==> src/rtl/seq_div_nb.sv <==
// Sequential restoring divider, signed/unsigned, one quotient bit per cycle.
// Divide-by-zero completes in one cycle without entering the iteration loop.
module seq_div_nb #(
    parameter int unsigned N = 8
) (
    input  logic         clk,
    input  logic         clr_n,
    input  logic         start,
    input  logic         sgn,
    input  logic [N-1:0] dividend,
    input  logic [N-1:0] divisor,
    output logic [N-1:0] quo,
    output logic [N-1:0] rem,
    output logic         busy,
    output logic         done,
    output logic         dvz,
    output logic         ovf
);

    localparam int unsigned CW = $clog2(N);
    localparam logic [CW-1:0] LastCnt = CW'(N - 1);

    typedef enum logic [1:0] {StIdle, StCalc, StFin} state_e;

    state_e        state_q, state_d;
    logic [CW-1:0] cnt_q, cnt_d;
    logic [N-1:0]  pr_q, pr_d;
    logic [N-1:0]  dvd_q, dvd_d;
    logic [N-1:0]  dvs_q, dvs_d;
    logic          qneg_q, qneg_d;
    logic          rneg_q, rneg_d;
    logic          ovf_pend_q, ovf_pend_d;
    logic          dvz_pend_q, dvz_pend_d;
    logic [N-1:0]  quo_q, quo_d;
    logic [N-1:0]  rem_q, rem_d;
    logic          done_q, done_d;
    logic          dvz_q, dvz_d;
    logic          ovf_q, ovf_d;

    logic [N:0]    step_tmp;
    logic [N:0]    step_diff;
    logic          q_bit;
    logic          is_min;
    logic          is_neg1;

    // dvd_q holds the dividend magnitude and fills with quotient bits from the LSB
    assign step_tmp  = {pr_q, dvd_q[N-1]};
    assign step_diff = step_tmp - {1'b0, dvs_q};
    assign q_bit     = ~step_diff[N];
    assign is_min    = (dividend == {1'b1, {(N-1){1'b0}}});
    assign is_neg1   = &divisor;

    always_comb begin
        state_d    = state_q;
        cnt_d      = cnt_q;
        pr_d       = pr_q;
        dvd_d      = dvd_q;
        dvs_d      = dvs_q;
        qneg_d     = qneg_q;
        rneg_d     = rneg_q;
        ovf_pend_d = ovf_pend_q;
        dvz_pend_d = 1'b0;
        quo_d      = quo_q;
        rem_d      = rem_q;
        done_d     = 1'b0;
        dvz_d      = dvz_q;
        ovf_d      = ovf_q;

        unique case (state_q)
            StIdle: begin
                if (dvz_pend_q) begin
                    quo_d  = '1;
                    rem_d  = dvd_q;
                    dvz_d  = 1'b1;
                    ovf_d  = 1'b0;
                    done_d = 1'b1;
                end
                if (start) begin
                    if (divisor == '0) begin
                        dvz_pend_d = 1'b1;
                        dvd_d      = dividend;
                    end else begin
                        dvd_d      = (sgn && dividend[N-1]) ? -dividend : dividend;
                        dvs_d      = (sgn && divisor[N-1]) ? -divisor : divisor;
                        qneg_d     = sgn & (dividend[N-1] ^ divisor[N-1]);
                        rneg_d     = sgn & dividend[N-1];
                        ovf_pend_d = sgn & is_min & is_neg1;
                        cnt_d      = '0;
                        pr_d       = '0;
                        state_d    = StCalc;
                    end
                end
            end
            StCalc: begin
                // A failed subtract means step_tmp < divisor, so its top bit is zero
                pr_d  = q_bit ? step_diff[N-1:0] : step_tmp[N-1:0];
                dvd_d = {dvd_q[N-2:0], q_bit};
                cnt_d = cnt_q + 1'b1;
                if (cnt_q == LastCnt) begin
                    state_d = StFin;
                end
            end
            StFin: begin
                quo_d   = qneg_q ? -dvd_q : dvd_q;
                rem_d   = rneg_q ? -pr_q : pr_q;
                dvz_d   = 1'b0;
                ovf_d   = ovf_pend_q;
                done_d  = 1'b1;
                state_d = StIdle;
            end
            default: state_d = StIdle;
        endcase
    end

    always_ff @(posedge clk) begin
        if (!clr_n) begin
            state_q    <= StIdle;
            cnt_q      <= '0;
            pr_q       <= '0;
            dvd_q      <= '0;
            dvs_q      <= '0;
            qneg_q     <= 1'b0;
            rneg_q     <= 1'b0;
            ovf_pend_q <= 1'b0;
            dvz_pend_q <= 1'b0;
            quo_q      <= '0;
            rem_q      <= '0;
            done_q     <= 1'b0;
            dvz_q      <= 1'b0;
            ovf_q      <= 1'b0;
        end else begin
            state_q    <= state_d;
            cnt_q      <= cnt_d;
            pr_q       <= pr_d;
            dvd_q      <= dvd_d;
            dvs_q      <= dvs_d;
            qneg_q     <= qneg_d;
            rneg_q     <= rneg_d;
            ovf_pend_q <= ovf_pend_d;
            dvz_pend_q <= dvz_pend_d;
            quo_q      <= quo_d;
            rem_q      <= rem_d;
            done_q     <= done_d;
            dvz_q      <= dvz_d;
            ovf_q      <= ovf_d;
        end
    end

    assign quo  = quo_q;
    assign rem  = rem_q;
    assign busy = (state_q != StIdle);
    assign done = done_q;
    assign dvz  = dvz_q;
    assign ovf  = ovf_q;

endmodule

==> config.mk <==
export PLATFORM = sky130hd
export DESIGN_NAME = seq_div_nb
export DESIGN_NICKNAME = d
export VERILOG_FILES = /design/src/rtl/seq_div_nb.sv
export SDC_FILE = /design/constraint.sdc
export NUM_CORES = 1
export LEC_CHECK = 0
export CAP_MARGIN = 10
export CORE_UTILIZATION = 29
export DETAILED_ROUTE_END_ITERATION = 12
export SLEW_MARGIN = 20
export SYNTH_ARGS = -nofsm -noshare
export SYNTH_HDL_FRONTEND = slang
export SYNTH_SLANG_ARGS = --single-unit
==> constraint.sdc <==
create_clock -name clk -period 6.1 [get_ports clk]
set_input_delay 0.915 -clock clk [delete_from_list [all_inputs] [get_ports clk]]
set_output_delay 0.915 -clock clk [all_outputs]
set_load 0.005 [all_outputs]
==> metrics.log <==
[metrics] number of cells upsized or downsized after cts: 0
[metrics] n_diodes: 0
[metrics] starting density of the core: about 30%
[metrics] worst reg2reg setup slack: roughly 3.5 ns
[metrics] Crit path arrival time: about 3.2 ns
[metrics] starting DRC count in detailed routing: 127
[metrics] number of endpoints failing setup at the final stage: 0
[metrics] total nets after synthesis: 400
[metrics] Core Footprint: 9770 um^2
[metrics] synthesized area per cell: 8.03 um^2
[metrics] chip width: 102 um
[metrics] flops & latches, synth: 52
[metrics] Yosys top cell area share: 35.6%
[metrics] Max Fclk: 335 MHz
[metrics] crit share post-route: 48.9%
[metrics] Worst Setup SP: divisor[2]
[metrics] FF-to-FF End: pr_q[0]
[metrics] Max IR drop VDD: 89.9 uV
[metrics] share of cells above drive strength 1: 3.54%
[metrics] primary flip-flop cell chosen by synthesis mapping: sky130_fd_sc_hd__dfxtp_1
[metrics] H-tree depth: 2
[metrics] largest cells by area after synthesis: sky130_fd_sc_hd__dfxtp_1 (36%), sky130_fd_sc_hd__ha_1 (6.4%), sky130_fd_sc_hd__nand2_1 (5.4%)
[metrics] area of the die: 10500 um^2
[metrics] most common cell after layout, fill and taps aside: sky130_fd_sc_hd__dfxtp_1
[metrics] Async S/R FF share, synth: 0%
[metrics] Pre-antenna DRT Iters: 4
[metrics] Critical Path Fanout Max: 12
[metrics] first-pass GRT wire length: ~12000 um
[metrics] sequential fraction of the synthesis area: around 36%
[metrics] startpoint kind of the worst setup timing path: primary input
[metrics] routability congestion estimate from global placement: 0.852
[metrics] Total Wirelength: 7200 um
[metrics] Die Height: between 100 and 150 um
[metrics] type of the tightest min-delay check: flop to flop
[metrics] switching portion of total power: 31.3%
[metrics] via density per instance: around 5
[metrics] Critical Path End Type: flop
[metrics] internal power: 0.000527 W
[metrics] clock buffer depth: 2
[metrics] Filler cells: 1045
[metrics] post-route DRC violation count: 0
[metrics] setup repair after global routing missed its margin: no
[metrics] synthesized netlist cell count: 364
[metrics] Top Ports: 40
[metrics] vias post-DR: around 2.7k
[metrics] maximum number of pins on one net before global-route repair: 38
[metrics] net switching power: 0.000240 W
[metrics] antenna violations before repair: 0
[metrics] r2r worst-path depth: 10
[metrics] most frequent cells in the layout: sky130_fd_sc_hd__dfxtp_1 (52), sky130_fd_sc_hd__nand2_1 (42), sky130_fd_sc_hd__clkdlybuf4s50_1 (39)
[metrics] clock transition time at the flip-flop clock pins of the worst setup and hold paths: 0.09 ns
[metrics] DP Wirelength: 5560 um
[metrics] number of cell rows: 36
[metrics] Placed Area: 3420 um^2
[metrics] clock skew: 0.00609 ns
[metrics] EDFF count, synth: 0
[metrics] CTS tree: yes
[metrics] number of global-route vias before repair: 2508
[metrics] CTS Hold Bufs: 0
[metrics] post-route core utilization: 35.9%
[metrics] Comb power frac: about a quarter
[metrics] HP Start: rem[4]
[metrics] Area Overhead vs Synth: 19.9%
[metrics] clock insertion delay at the later pin of the skew report: 0.31 ns
[metrics] status: complete, no violations
[metrics] number of maximum-capacitance constraint violations: 0
[metrics] sequential group share of total power: 49.3%
[metrics] number of nets with antenna violations after detailed routing: 0
[metrics] total number of nets in the final design: about 430
[metrics] count of final max-slew check failures: 0
[metrics] WS Path Type: primary input to flop
[metrics] number of buffers created by CTS: 5
[metrics] power per cell area: 219 nW/um^2
[metrics] leak pwr: between 1 and 1.5 nW
[metrics] clk sinks: 52
[metrics] post-DR wirelength/cell: 13.6 um
[metrics] post-CTS setup buffers: 0
[metrics] cell chosen for the clock root: sky130_fd_sc_hd__clkbuf_8
[metrics] Setup TNS Final: 0 ns
[metrics] remaining max-slew budget at the tightest pin: 29.5%
[metrics] Worst Hold Slack: 0.458 ns
[metrics] overflow left after global routing: 0
[metrics] Netlist Area Pre-Place: 2920 um^2
[metrics] Hold EP: rem[4]
[metrics] number of port buffers: 39
[metrics] Least-Margin Pin Slew: 1.06 ns
[metrics] reg2reg start: dvd_q[7]
[metrics] overall global routing resource usage: 14.6%
[metrics] library cell with the largest summed area after synthesis: sky130_fd_sc_hd__dfxtp_1
[metrics] final critical-path required period: 2.98 ns
[metrics] Yosys warnings: 0
[metrics] Crit path required time: about 6.3 ns
[metrics] final hold violations: 0
[metrics] library cells used by synthesis: 48
[metrics] design area: about 3500 um^2
[metrics] count of cells along the worst hold path: 2
[metrics] Clk pwr share: 26.7%
==> area by class of cell <==
class | count | area, um^2 | area share, %
well taps | 133 | 166 | 4.75
flip-flops and latches | 52 | 1040 | 29.7
multi-input cells | 272 | 1720 | 49.1
inverters | 24 | 90.1 | 2.57
clock buffers | 8 | 90.1 | 2.57
repair buffers | 40 | 398 | 11.3
==> registers in the layout (all words and copies together), names as in the netlist, 2 cells and up <==
signal,cells
dvd_q,8
dvs_q,8
pr_q,8
quo,8
rem,8
cnt_q,3
state_q,2
==> worst max-delay path by stage <==
stage,to,slack [ns],depth (start not counted)
after floorplan,dvd_q[1],3.47,7
after global placement,pr_q[1],2.87,7
after detailed placement,pr_q[5],2.81,7
after CTS,pr_q[5],3.12,7
after global routing,pr_q[5],3.00,7
final,pr_q[5],3.12,7
==> per-stage QoR <==
stage	instances	setup slack (ns)	power, W
final	529	3.12	0.000768
after global routing	529	3.00	0.000811
after CTS	529	3.12	0.000769
after detailed placement	521	2.81	0.000570
after global placement	521	2.87	0.000566
after floorplan	364	3.47	0.000514
==> cells in the mapped netlist, types with 2 or more instances <==
master	instances
sky130_fd_sc_hd__a211oi_1	3
sky130_fd_sc_hd__a21oi_1	29
sky130_fd_sc_hd__a221oi_1	2
sky130_fd_sc_hd__a22oi_1	4
sky130_fd_sc_hd__a311oi_1	5
sky130_fd_sc_hd__a31oi_1	4
sky130_fd_sc_hd__a32oi_1	5
sky130_fd_sc_hd__and2_1	2
sky130_fd_sc_hd__and3_1	3
sky130_fd_sc_hd__buf_2	3
sky130_fd_sc_hd__clkbuf_1	12
sky130_fd_sc_hd__dfxtp_1	52
sky130_fd_sc_hd__ha_1	15
sky130_fd_sc_hd__inv_1	23
sky130_fd_sc_hd__nand2_1	42
sky130_fd_sc_hd__nand2b_1	4
sky130_fd_sc_hd__nand3_1	15
sky130_fd_sc_hd__nand4_1	2
sky130_fd_sc_hd__nor2_1	36
sky130_fd_sc_hd__nor2b_1	7
sky130_fd_sc_hd__nor3_1	4
sky130_fd_sc_hd__nor4_1	2
sky130_fd_sc_hd__o211ai_1	6
sky130_fd_sc_hd__o21a_1	2
sky130_fd_sc_hd__o21ai_0	15
sky130_fd_sc_hd__o21ai_1	2
sky130_fd_sc_hd__o221ai_1	3
sky130_fd_sc_hd__o22ai_1	6
sky130_fd_sc_hd__o31ai_1	7
sky130_fd_sc_hd__or3_1	4
sky130_fd_sc_hd__xnor2_1	13
sky130_fd_sc_hd__xor2_1	16
==> worst max-delay path: stages <==
cell	delay, ns
sky130_fd_sc_hd__clkdlybuf4s50_1	0.49
sky130_fd_sc_hd__or3_4	0.43
sky130_fd_sc_hd__or4_4	0.52
sky130_fd_sc_hd__and2_1	0.33
sky130_fd_sc_hd__nor3_4	0.32
sky130_fd_sc_hd__a32oi_1	0.10
sky130_fd_sc_hd__o21ai_0	0.10
==> metal layers <==
| layer | vias up | routed length, um | GRT usage, % |
|---|---|---|---|
| met4 | 0 | 70 | 3.63 |
| met2 | 68 | 3190 | 23.3 |
| met3 | 8 | 316 | 2.53 |
| met1 | 1257 | 3620 | 20.4 |
| met5 | - | 0 | 0 |
| li1 | 1347 | - | - |
==> power groups by stage <==
stage	sequential [W]	combinational (W)	clock, W
after floorplan	0.000377	0.000137	0
after global placement	0.000385	0.000181	0
after detailed placement	0.000386	0.000184	0
after CTS	0.000378	0.000185	0.000206
after global routing	0.000381	0.000208	0.000222
final	0.000378	0.000185	0.000205
==> kinds of logic after synthesis <==
family,after synthesis,share of synthesized area [%]
AND/OR/NAND/NOR,127,20.6
flip-flops,52,35.6
buffers and inverters,40,5.52
XOR/XNOR,29,8.69
adder cells (fa/ha/maj),16,7.11
AO/OA/AOI/OAI,98,21.6
multiplexers,2,0.856
Note: power is estimated with default switching activity, not from simulation.
